===== src/rtl/bcd_display_scanner_if.sv =====
// -----------------------------------------------------------------------------
// bcd_display_scanner_if
// Groups the capture inputs, the live display controls and the multiplexed
// seven-segment outputs of bcd_display_scanner into one bundle.
//
//   load_i         capture strobe (converter done pulse)
//   BCD_i          packed BCD word, nibble k = digit k, digit 0 least significant
//   dp_i           decimal-point mask, captured together with BCD_i
//   blank_zeros_i  1 = suppress leading zeros (live)
//   enable_i       0 = display dark (live)
//   an_o           anode selects, active-low
//   seg_o          segments {g,f,e,d,c,b,a}, active-low
//   dp_o           decimal point, active-low
//
// master: the side that drives the word and controls (converter / bench).
// slave : the scanner itself.
// -----------------------------------------------------------------------------
interface bcd_display_scanner_if #(
   parameter int DIGITS = 4,
   parameter int BCD_N  = 4 * DIGITS
);
   logic              load_i;
   logic [BCD_N-1:0]  BCD_i;
   logic [DIGITS-1:0] dp_i;
   logic              blank_zeros_i;
   logic              enable_i;
   logic [DIGITS-1:0] an_o;
   logic [6:0]        seg_o;
   logic              dp_o;

   modport master (
      output load_i, BCD_i, dp_i, blank_zeros_i, enable_i,
      input  an_o, seg_o, dp_o
   );

   modport slave (
      input  load_i, BCD_i, dp_i, blank_zeros_i, enable_i,
      output an_o, seg_o, dp_o
   );
endinterface


===== src/rtl/bcd_display_scanner.sv =====
// -----------------------------------------------------------------------------
// bcd_display_scanner
// Captures a packed BCD word on a one-cycle load strobe and time-multiplexes it
// onto a common-anode multi-digit seven-segment display. Each digit is lit for
// REFRESH_DIV clock cycles; the scan never stops or restarts except on reset.
// Supports leading-zero blanking, a per-digit decimal-point mask and a global
// display enable. All display outputs are registered.
//
// Ports:
//   clk_i    system clock, rising edge
//   reset_i  synchronous reset, active-high
//   bus      bcd_display_scanner_if.slave (word, controls, an/seg/dp outputs)
//
// BCD_N must equal 4*DIGITS.
// -----------------------------------------------------------------------------
module bcd_display_scanner #(
   parameter int DIGITS      = 4,
   parameter int BCD_N       = 4 * DIGITS,
   parameter int REFRESH_DIV = 100000
) (
   input  logic                   clk_i,
   input  logic                   reset_i,
   bcd_display_scanner_if.slave   bus
);

   localparam int PRE_W = $clog2(REFRESH_DIV);
   localparam int IDX_W = (DIGITS > 1) ? $clog2(DIGITS) : 1;

   localparam logic [PRE_W-1:0] PRE_LAST = PRE_W'(REFRESH_DIV - 1);
   localparam logic [IDX_W-1:0] IDX_LAST = IDX_W'(DIGITS - 1);

   // Active-low segment pattern for one BCD nibble; 10..15 render as a dash.
   function automatic logic [6:0] seg_code(input logic [3:0] nib);
      logic [6:0] code;
      case (nib)
         4'd0:    code = 7'h40;
         4'd1:    code = 7'h79;
         4'd2:    code = 7'h24;
         4'd3:    code = 7'h30;
         4'd4:    code = 7'h19;
         4'd5:    code = 7'h12;
         4'd6:    code = 7'h02;
         4'd7:    code = 7'h78;
         4'd8:    code = 7'h00;
         4'd9:    code = 7'h10;
         default: code = 7'h3F;
      endcase
      return code;
   endfunction

   // Holding registers, scan state and registered outputs.
   logic [BCD_N-1:0]  held_bcd_q, held_bcd_d;
   logic [DIGITS-1:0] held_dp_q,  held_dp_d;
   logic [PRE_W-1:0]  pre_q,      pre_d;
   logic [IDX_W-1:0]  idx_q,      idx_d;
   logic [DIGITS-1:0] an_q,       an_d;
   logic [6:0]        seg_q,      seg_d;
   logic              dp_q,       dp_d;

   // blank_mask[k] = digit k is a leading zero of the held word.
   logic [DIGITS-1:0] blank_mask;
   logic              zero_above;
   logic [3:0]        nib;

   // Capture and scan next-state.
   // NOTE: every signal driven from always_comb gets a default at the top so
   // that no path leaves it unassigned; otherwise a latch is inferred.
   always_comb begin
      held_bcd_d = held_bcd_q;
      held_dp_d  = held_dp_q;
      pre_d      = pre_q + 1'b1;
      idx_d      = idx_q;

      // Last strobe wins: each load simply overwrites the holding registers.
      if (bus.load_i) begin
         held_bcd_d = bus.BCD_i;
         held_dp_d  = bus.dp_i;
      end

      // Scan runs free of enable/load; only reset repositions it.
      if (pre_q == PRE_LAST) begin
         pre_d = '0;
         idx_d = (idx_q == IDX_LAST) ? '0 : idx_q + 1'b1;
      end
   end

   // Leading-zero detection, walking from the most significant digit down.
   // A set decimal point stops the blanking run just like a non-zero nibble.
   // Digit 0 is never blanked, so bit 0 stays clear.
   always_comb begin
      blank_mask = '0;
      zero_above = 1'b1;
      for (int k = DIGITS - 1; k > 0; k--) begin
         zero_above    = zero_above & (held_bcd_q[4*k +: 4] == 4'd0) & ~held_dp_q[k];
         blank_mask[k] = zero_above;
      end
   end

   // Display next-state: outputs follow the current (pre-edge) digit index and
   // holding registers, which gives exactly one cycle of latency after an index
   // change or a capture.
   always_comb begin
      an_d  = '1;
      seg_d = 7'h7F;
      dp_d  = 1'b1;
      nib   = held_bcd_q[4*int'(idx_q) +: 4];

      if (bus.enable_i && !(bus.blank_zeros_i && blank_mask[idx_q])) begin
         an_d[idx_q] = 1'b0;
         seg_d       = seg_code(nib);
         dp_d        = ~held_dp_q[idx_q];
      end
   end

   // NOTE: sequential state uses non-blocking assignments so every register
   // samples the pre-edge values, independent of statement order.
   always_ff @(posedge clk_i) begin
      if (reset_i) begin
         held_bcd_q <= '0;
         held_dp_q  <= '0;
         pre_q      <= '0;
         idx_q      <= '0;
         an_q       <= '1;
         seg_q      <= 7'h7F;
         dp_q       <= 1'b1;
      end else begin
         held_bcd_q <= held_bcd_d;
         held_dp_q  <= held_dp_d;
         pre_q      <= pre_d;
         idx_q      <= idx_d;
         an_q       <= an_d;
         seg_q      <= seg_d;
         dp_q       <= dp_d;
      end
   end

   assign bus.an_o  = an_q;
   assign bus.seg_o = seg_q;
   assign bus.dp_o  = dp_q;

endmodule

===== src/flat_wrapper.sv =====
// flat-port wrapper written by rule: the top's interface ports become plain ports
module bcd_display_scanner_flat 
#(
   parameter int DIGITS      = 4,
   parameter int BCD_N       = 4 * DIGITS,
   parameter int REFRESH_DIV = 100000
)
  (clk_i, reset_i, bus_load_i, bus_BCD_i, bus_dp_i, bus_blank_zeros_i, bus_enable_i, bus_an_o, bus_seg_o, bus_dp_o);
  bcd_display_scanner_if #(.DIGITS(DIGITS), .BCD_N(BCD_N)) bus_i ();
  input  logic clk_i;
  input  logic reset_i;
  input wire logic [$bits(bus_i.load_i)-1:0] bus_load_i;
  input wire logic [$bits(bus_i.BCD_i)-1:0] bus_BCD_i;
  input wire logic [$bits(bus_i.dp_i)-1:0] bus_dp_i;
  input wire logic [$bits(bus_i.blank_zeros_i)-1:0] bus_blank_zeros_i;
  input wire logic [$bits(bus_i.enable_i)-1:0] bus_enable_i;
  output wire logic [$bits(bus_i.an_o)-1:0] bus_an_o;
  output wire logic [$bits(bus_i.seg_o)-1:0] bus_seg_o;
  output wire logic [$bits(bus_i.dp_o)-1:0] bus_dp_o;
  assign bus_i.load_i = bus_load_i;
  assign bus_i.BCD_i = bus_BCD_i;
  assign bus_i.dp_i = bus_dp_i;
  assign bus_i.blank_zeros_i = bus_blank_zeros_i;
  assign bus_i.enable_i = bus_enable_i;
  assign bus_an_o = bus_i.an_o;
  assign bus_seg_o = bus_i.seg_o;
  assign bus_dp_o = bus_i.dp_o;
  bcd_display_scanner #(.DIGITS(DIGITS), .BCD_N(BCD_N), .REFRESH_DIV(REFRESH_DIV)) u_core (.clk_i(clk_i), .reset_i(reset_i), .bus(bus_i));
endmodule

===== config.mk =====
export PLATFORM = sky130hd
export DESIGN_NAME = bcd_display_scanner_flat
export DESIGN_NICKNAME = d
export VERILOG_FILES = /design/src/rtl/bcd_display_scanner_if.sv /design/src/rtl/bcd_display_scanner.sv /design/src/flat_wrapper.sv
export SDC_FILE = /design/constraint.sdc
export NUM_CORES = 1
export LEC_CHECK = 0
export ABC_AREA = 1
export BUFFER_PORTS_ARGS = -buffer_cell sky130_fd_sc_hd__buf_2
export CORE_ASPECT_RATIO = 0.7
export CORE_UTILIZATION = 45
export DETAILED_ROUTE_END_ITERATION = 8
export MAX_ROUTING_LAYER = met4
export PLACE_DENSITY_LB_ADDON = 0.3
export SYNTH_ARGS = -nofsm -noshare
export SYNTH_HDL_FRONTEND = slang
export SYNTH_SLANG_ARGS = --single-unit

===== constraint.sdc =====
create_clock -name clk_i -period 2.4 [get_ports clk_i]
set_input_delay 0.36 -clock clk_i [delete_from_list [all_inputs] [get_ports clk_i]]
set_output_delay 0.36 -clock clk_i [all_outputs]
set_load 0.1 [all_outputs]

# Word-level counts from Yosys, hierarchy flattened

Memory sizes are Yosys's and may differ from the RTL's. A register that Yosys moved wholly into a read port is not among the register bits.
Index checks and enable logic that the tools add are counted.

Bits in registers: 44
Memory bits (read-only): 112
Input bits: 25
Output and inout bits: 12
Word-level logic and storage cells: 41
Memories: 1

Add/subtract/negate cells: 2
Order comparisons: 2
Equality and inequality tests: 2
Shift-type cells: 1
Muxes and demuxes: 7
Bitwise operators: 11
Reduce and logical (&&, ||, !) cells: 9

Memories:

| memory          | depth | width | read ports | clocked after memory_dff | write ports | line                      | text |
|---|---|---|---|---|---|---|---|
| (no name shown) | 16    | 7     | 1          | 1                        | 0           | bcd_display_scanner.sv:35 | `case (nib)` |

Operators with widths:

| kind                    | count |
|---|---|
| $add A17 B1 Y17 const B | 1 |
| $eq A17 B17 Y1 const B  | 1 |
| $shiftx A16 B5 Y4       | 1 |
| $logic_not A4 Y1        | 3 |
| $and A1 B1 Y1           | 5 |
| $not A1 Y1              | 5 |
| $bmux W1 S2             | 2 |
| $not A4 Y4              | 1 |
| $reduce_or A2 Y1        | 2 |
| $logic_and A1 B1 Y1     | 3 |
| $lt A2 B3 Y1 const B    | 1 |
| $mux W1                 | 3 |
| $add A2 B1 Y2 const B   | 1 |
| $demux W1 S2            | 1 |
| $eq A2 B2 Y1 const B    | 1 |
| $ge A2 B1 Y1 const B    | 1 |
| $mux W2                 | 1 |
| $logic_not A1 Y1        | 1 |

# Longest topological paths before layout

Depth after elaboration: 13
Depth in mapped cells: 10
Gate-level depth less buffers: 10

# Worst setup path before layout

OpenSTA, ideal clock, no wires.

Kind: register to register
From: register u_core.idx_q[0]
To: register u_core.seg_q[4], in the netlist u_core.bus.seg_o[4]
Library setup time: 0.116 ns
Data arrival time: 1.344 ns
Data required time: 2.284 ns
Slack: 0.940 ns
Stages on the path, launching flop included: 11
Clock period less this slack: 1.460 ns
Path through: dfxtp_1 buf_4 nand2_1 nand3_1 nand2_1 inv_1 ha_1 nand3b_1 nand3_1 nand2_1 nand2_1

Longest elaborated chain between the ends: 7
Elaborated cells on any way between the ends: 8
Classes of those cells: 1 x shift; 2 x mux; 1 x bitwise; 4 x reduce/logical

Ends and longest elaborated chain:

| item                              | line                       | text |
|---|---|---|
| start, declared                   | bcd_display_scanner.sv:55  | `logic [IDX_W-1:0] idx_q, idx_d;` |
| start signal, assigned            | bcd_display_scanner.sv:130 | `idx_q <= idx_d;` |
| $bmux W1 S2                       | bcd_display_scanner.sv:108 | `if (bus.enable_i && !(bus.blank_zeros_i && blank_mask[idx_q])) begin` |
| $mux W1 (not written as such)     | bcd_display_scanner.sv:108 |  |
| $logic_and A1 B1 Y1               | bcd_display_scanner.sv:108 |  |
| $logic_not A1 Y1                  | bcd_display_scanner.sv:108 |  |
| $logic_and A1 B1 Y1               | bcd_display_scanner.sv:108 |  |
| $not A1 Y1 (no source line)       | --                         |  |
| $reduce_or A2 Y1 (no source line) | --                         |  |
| end, declared                     | bcd_display_scanner.sv:57  | `logic [6:0] seg_q, seg_d;` |

Parallel ways exist; a longest one is shown, timed or not. The select of a mux whose other input is x is not followed.
A chain may end at the register's enable or synchronous reset.

# Worst setup path after layout

Same ends and word-level chain as after synthesis.

==> out/results.md <==
* **outcome** complete, no violations
* **pre-CTS WS** 0.511 ns
* **Core Util, Final** 53.1%
* **type of the setup path with the least slack** reg2reg
* **DRC Markers** 0
* **Primary FF master, synth** dfxtp_1
* **root buffer cell** clkbuf_8
* **Max Cap Violations** 0
* **cts-stage hold buffer count** 0
* **number of setup buffers added after CTS** 0
* **area added between synthesis and finish** 13.1%
* **clock skew after layout** 0.00731 ns
* **via-per-instance ratio** 4.84
* **share of layout cells above drive strength 1** 15.6%
* **Cells on Worst Hold Path** 3
* **post-synthesis average cell area** 6.93 um2
* **floorplan die area** 5790 um2
* **worst min-delay path startpoint** bus_BCD_i[1]
* **power density normalized to cell area** 599 nW/um2
* **setup repair after global routing missed its margin** false
* **cell area after synthesis** 2470 um2
* **P_leak** 1.20 nW
* **Worst Reg2Reg Path Length in Cells** 10
* **detailed-router iteration count before antenna repair** 4
* **R2R Path End** u_core.bus.seg_o[4]
* **critical path startpoint** u_core.idx_q[0]
* **mean routed wirelength per cell** 11.6 um
* **register bit count reported by yosys** 51
* **number of enable-type register cells in the synthesized netlist** 0
* **total half-perimeter wirelength after legalization and detailed placement** 4040 um
* **DRT Wirelength** 5370 um
* **total count of hold-check failures in the final report** 0
* **TritonCTS clock tree** done
* **min Tclk post-route** 1.94 ns
* **pin count of the biggest net entering global routing** 26
* **IO buf count** 36
* **cells resized by post-CTS repair** 0
* **IR drop worst, VDD** 0.270 mV
* **warning count from the yosys run** 0
* **via count** 2246
* **via count of the first global-routing pass** 1891
* **die height** 64.0 um
* **biggest fanout along the worst timing path** 17
* **first-pass GRT wire length** 9090 um
* **crit path setup slack, layout** 0.457 ns
* **arrival time at the worst endpoint** 2.19 ns
* **async set-reset flop share out of synthesis** 0%
* **number of rows in the core area** 22
* **final weighted congestion in routability-driven placement** 0.961
* **hold endpoint** u_core.held_bcd_q[1]
* **area of the core** 5260 um2
* **TritonCTS Sinks** 51
* **Worst-Margin Slew** 0.690 ns
* **Setup violations, final** 0
* **DRC violation total after the first TritonRoute iteration** 222
* **Critical Path Sink Type** register
* **CTS H-tree depth** 2
* **Total Neg Setup Slack** 0 ns
* **Critical Path Source Type** register
* **origin of the critical flop-to-flop path** u_core.idx_q[0]
* **starting density of the core** 46.9%
* **number of antenna violations at the first check in global routing** 0
* **Tot GR Track Use** 20.2%
* **Routed Antenna Nets** 0
* **Max Freq** 515 MHz
* **clock latency reported for the late side of the worst-skew pair** 0.30 ns
* **max-slew violation count** 0
* **register-to-register setup slack** 0.46 ns
* **CTS buffer count** 5
* **part of the cycle the worst path needs** 81.0%
* **Mapped Nets** 391
* **part of the Yosys area used for sequential elements** 41.4%
* **total congestion overflow** 0
* **relative max-transition margin** 54.0%
* **Crit path required time** 2.65 ns
* **Die Span X** 90.5 um
* **number of diodes added for antenna fixing** 0
* **hold crit path type** in2reg
* **count of mapped cells out of synthesis** 356
* **number of different library cells in the post-synthesis netlist** 28
* **clock slew at reported path FFs** 0.09 ns
* **number of nets at the end of the flow** 426
* **number of buffers on the longest clock path** 2
* **number of top-level design ports** 37
==> cell usage in the layout (no fill, tap or decap), types with 6 or more instances in the layout <==
cell | synthesis | layout
o21ai_0 | 25 | 25
nand3_1 | 25 | 25
nor2_2 | 6 | 6
inv_1 | 30 | 30
clkbuf_8 | 0 | 7
nor2_1 | 71 | 71
buf_2 | 1 | 36
dfxtp_1 | 51 | 51
nand4_1 | 6 | 6
a21oi_1 | 13 | 13
ha_1 | 10 | 10
nand2_1 | 88 | 88
==> synthesized netlist by cell type (6+ instances only) <==
library cell	instances	share of area [%]
nand2_1	88	13
nor2_1	71	11
dfxtp_1	51	41
inv_1	30	4.6
nand3_1	25	5.1
o21ai_0	25	5.1
a21oi_1	13	2.6
ha_1	10	5.1
nand4_1	6	1.5
nor2_2	6	1.5
==> state kept, by name (all words and copies together) (netlist names) <==
| register | count |
|---|---|
| u_core.bus.an_o | 4 |
| u_core.bus.dp_o | 1 |
| u_core.bus.seg_o | 7 |
| u_core.held_bcd_q | 16 |
| u_core.held_dp_q | 4 |
| u_core.idx_q | 2 |
| u_core.pre_q | 17 |
==> routing by layer <==
| metal | vias up | share of wire, % | track usage (%) |
|---|---|---|---|
| met4 | 0 | 0.75 | 4.84 |
| met3 | 4 | 5.4 | 3.57 |
| met2 | 55 | 37 | 25.3 |
| li1 | 1189 | - | - |
| met5 | - | 0 | - |
| met1 | 998 | 57 | 32.3 |
==> cells by family (layout without fill, tap and decap cells) <==
| family | count (synthesis) | after routing | synth area share [%] |
|---|---|---|---|
| AND/OR/NAND/NOR | 210 | 210 | 36.5 |
| XOR/XNOR | 6 | 6 | 2.13 |
| flip-flops | 51 | 51 | 41.4 |
| adder cells (fa/ha/maj) | 10 | 10 | 5.07 |
| AO/OA/AOI/OAI | 39 | 39 | 8.01 |
| buffers and inverters | 40 | 76 | 6.95 |
==> worst max path at each step <==
| stage | end | slack (ns) | depth (start not counted) |
|---|---|---|---|
| finish | u_core.bus.seg_o[4] | 0.46 | 10 |
| CTS | u_core.bus.seg_o[4] | 0.49 | 10 |
| global placement | u_core.bus.seg_o[4] | 0.62 | 10 |
| detailed placement | u_core.bus.seg_o[4] | 0.51 | 10 |
| floorplan | u_core.bus.seg_o[4] | 0.94 | 10 |
| global route | u_core.bus.seg_o[4] | 0.26 | 10 |
==> power breakdown <==
group | total, mW | internal [mW] | switching (mW)
clock network | 0.546 | 0.263 | 0.284
logic | 0.219 | 0.0620 | 0.157
registers | 0.905 | 0.883 | 0.0221
total | 1.67 | 1.21 | 0.463
==> worst max-delay path: stages, from the launching register on <==
cell      delay [ns]
dfxtp_1         0.65
inv_2           0.22
nand2_1         0.12
nand3_1         0.07
nand2_1         0.19
inv_1           0.11
ha_1            0.21
nand3b_1        0.15
nand3_1         0.08
nand2_1         0.05
nand2_1         0.04
==> per-stage QoR <==
stage	std cells	instance area [um2]	hold slack, ns	power, mW
4_1_cts	464	2790	0.266	1.69
6_report	464	2790	0.274	1.67
5_1_grt	464	2790	0.273	1.75
3_3_place_gp	456	2690	0.456	1.14
3_5_place_dp	456	2690	0.458	1.14
2_1_floorplan	356	2470	0.429	1.09
==> layout make-up <==
class | count | area, um2
timing repair buffer | 36 | 180
sequential | 51 | 1020
tap | 72 | 90.1
fill | 547 | 2470
clock buffer | 7 | 96.3
inverter | 32 | 120
clock inverter | 1 | 7.51
multi-input combinational | 265 | 1270
Power figures use the tool's default switching activity.
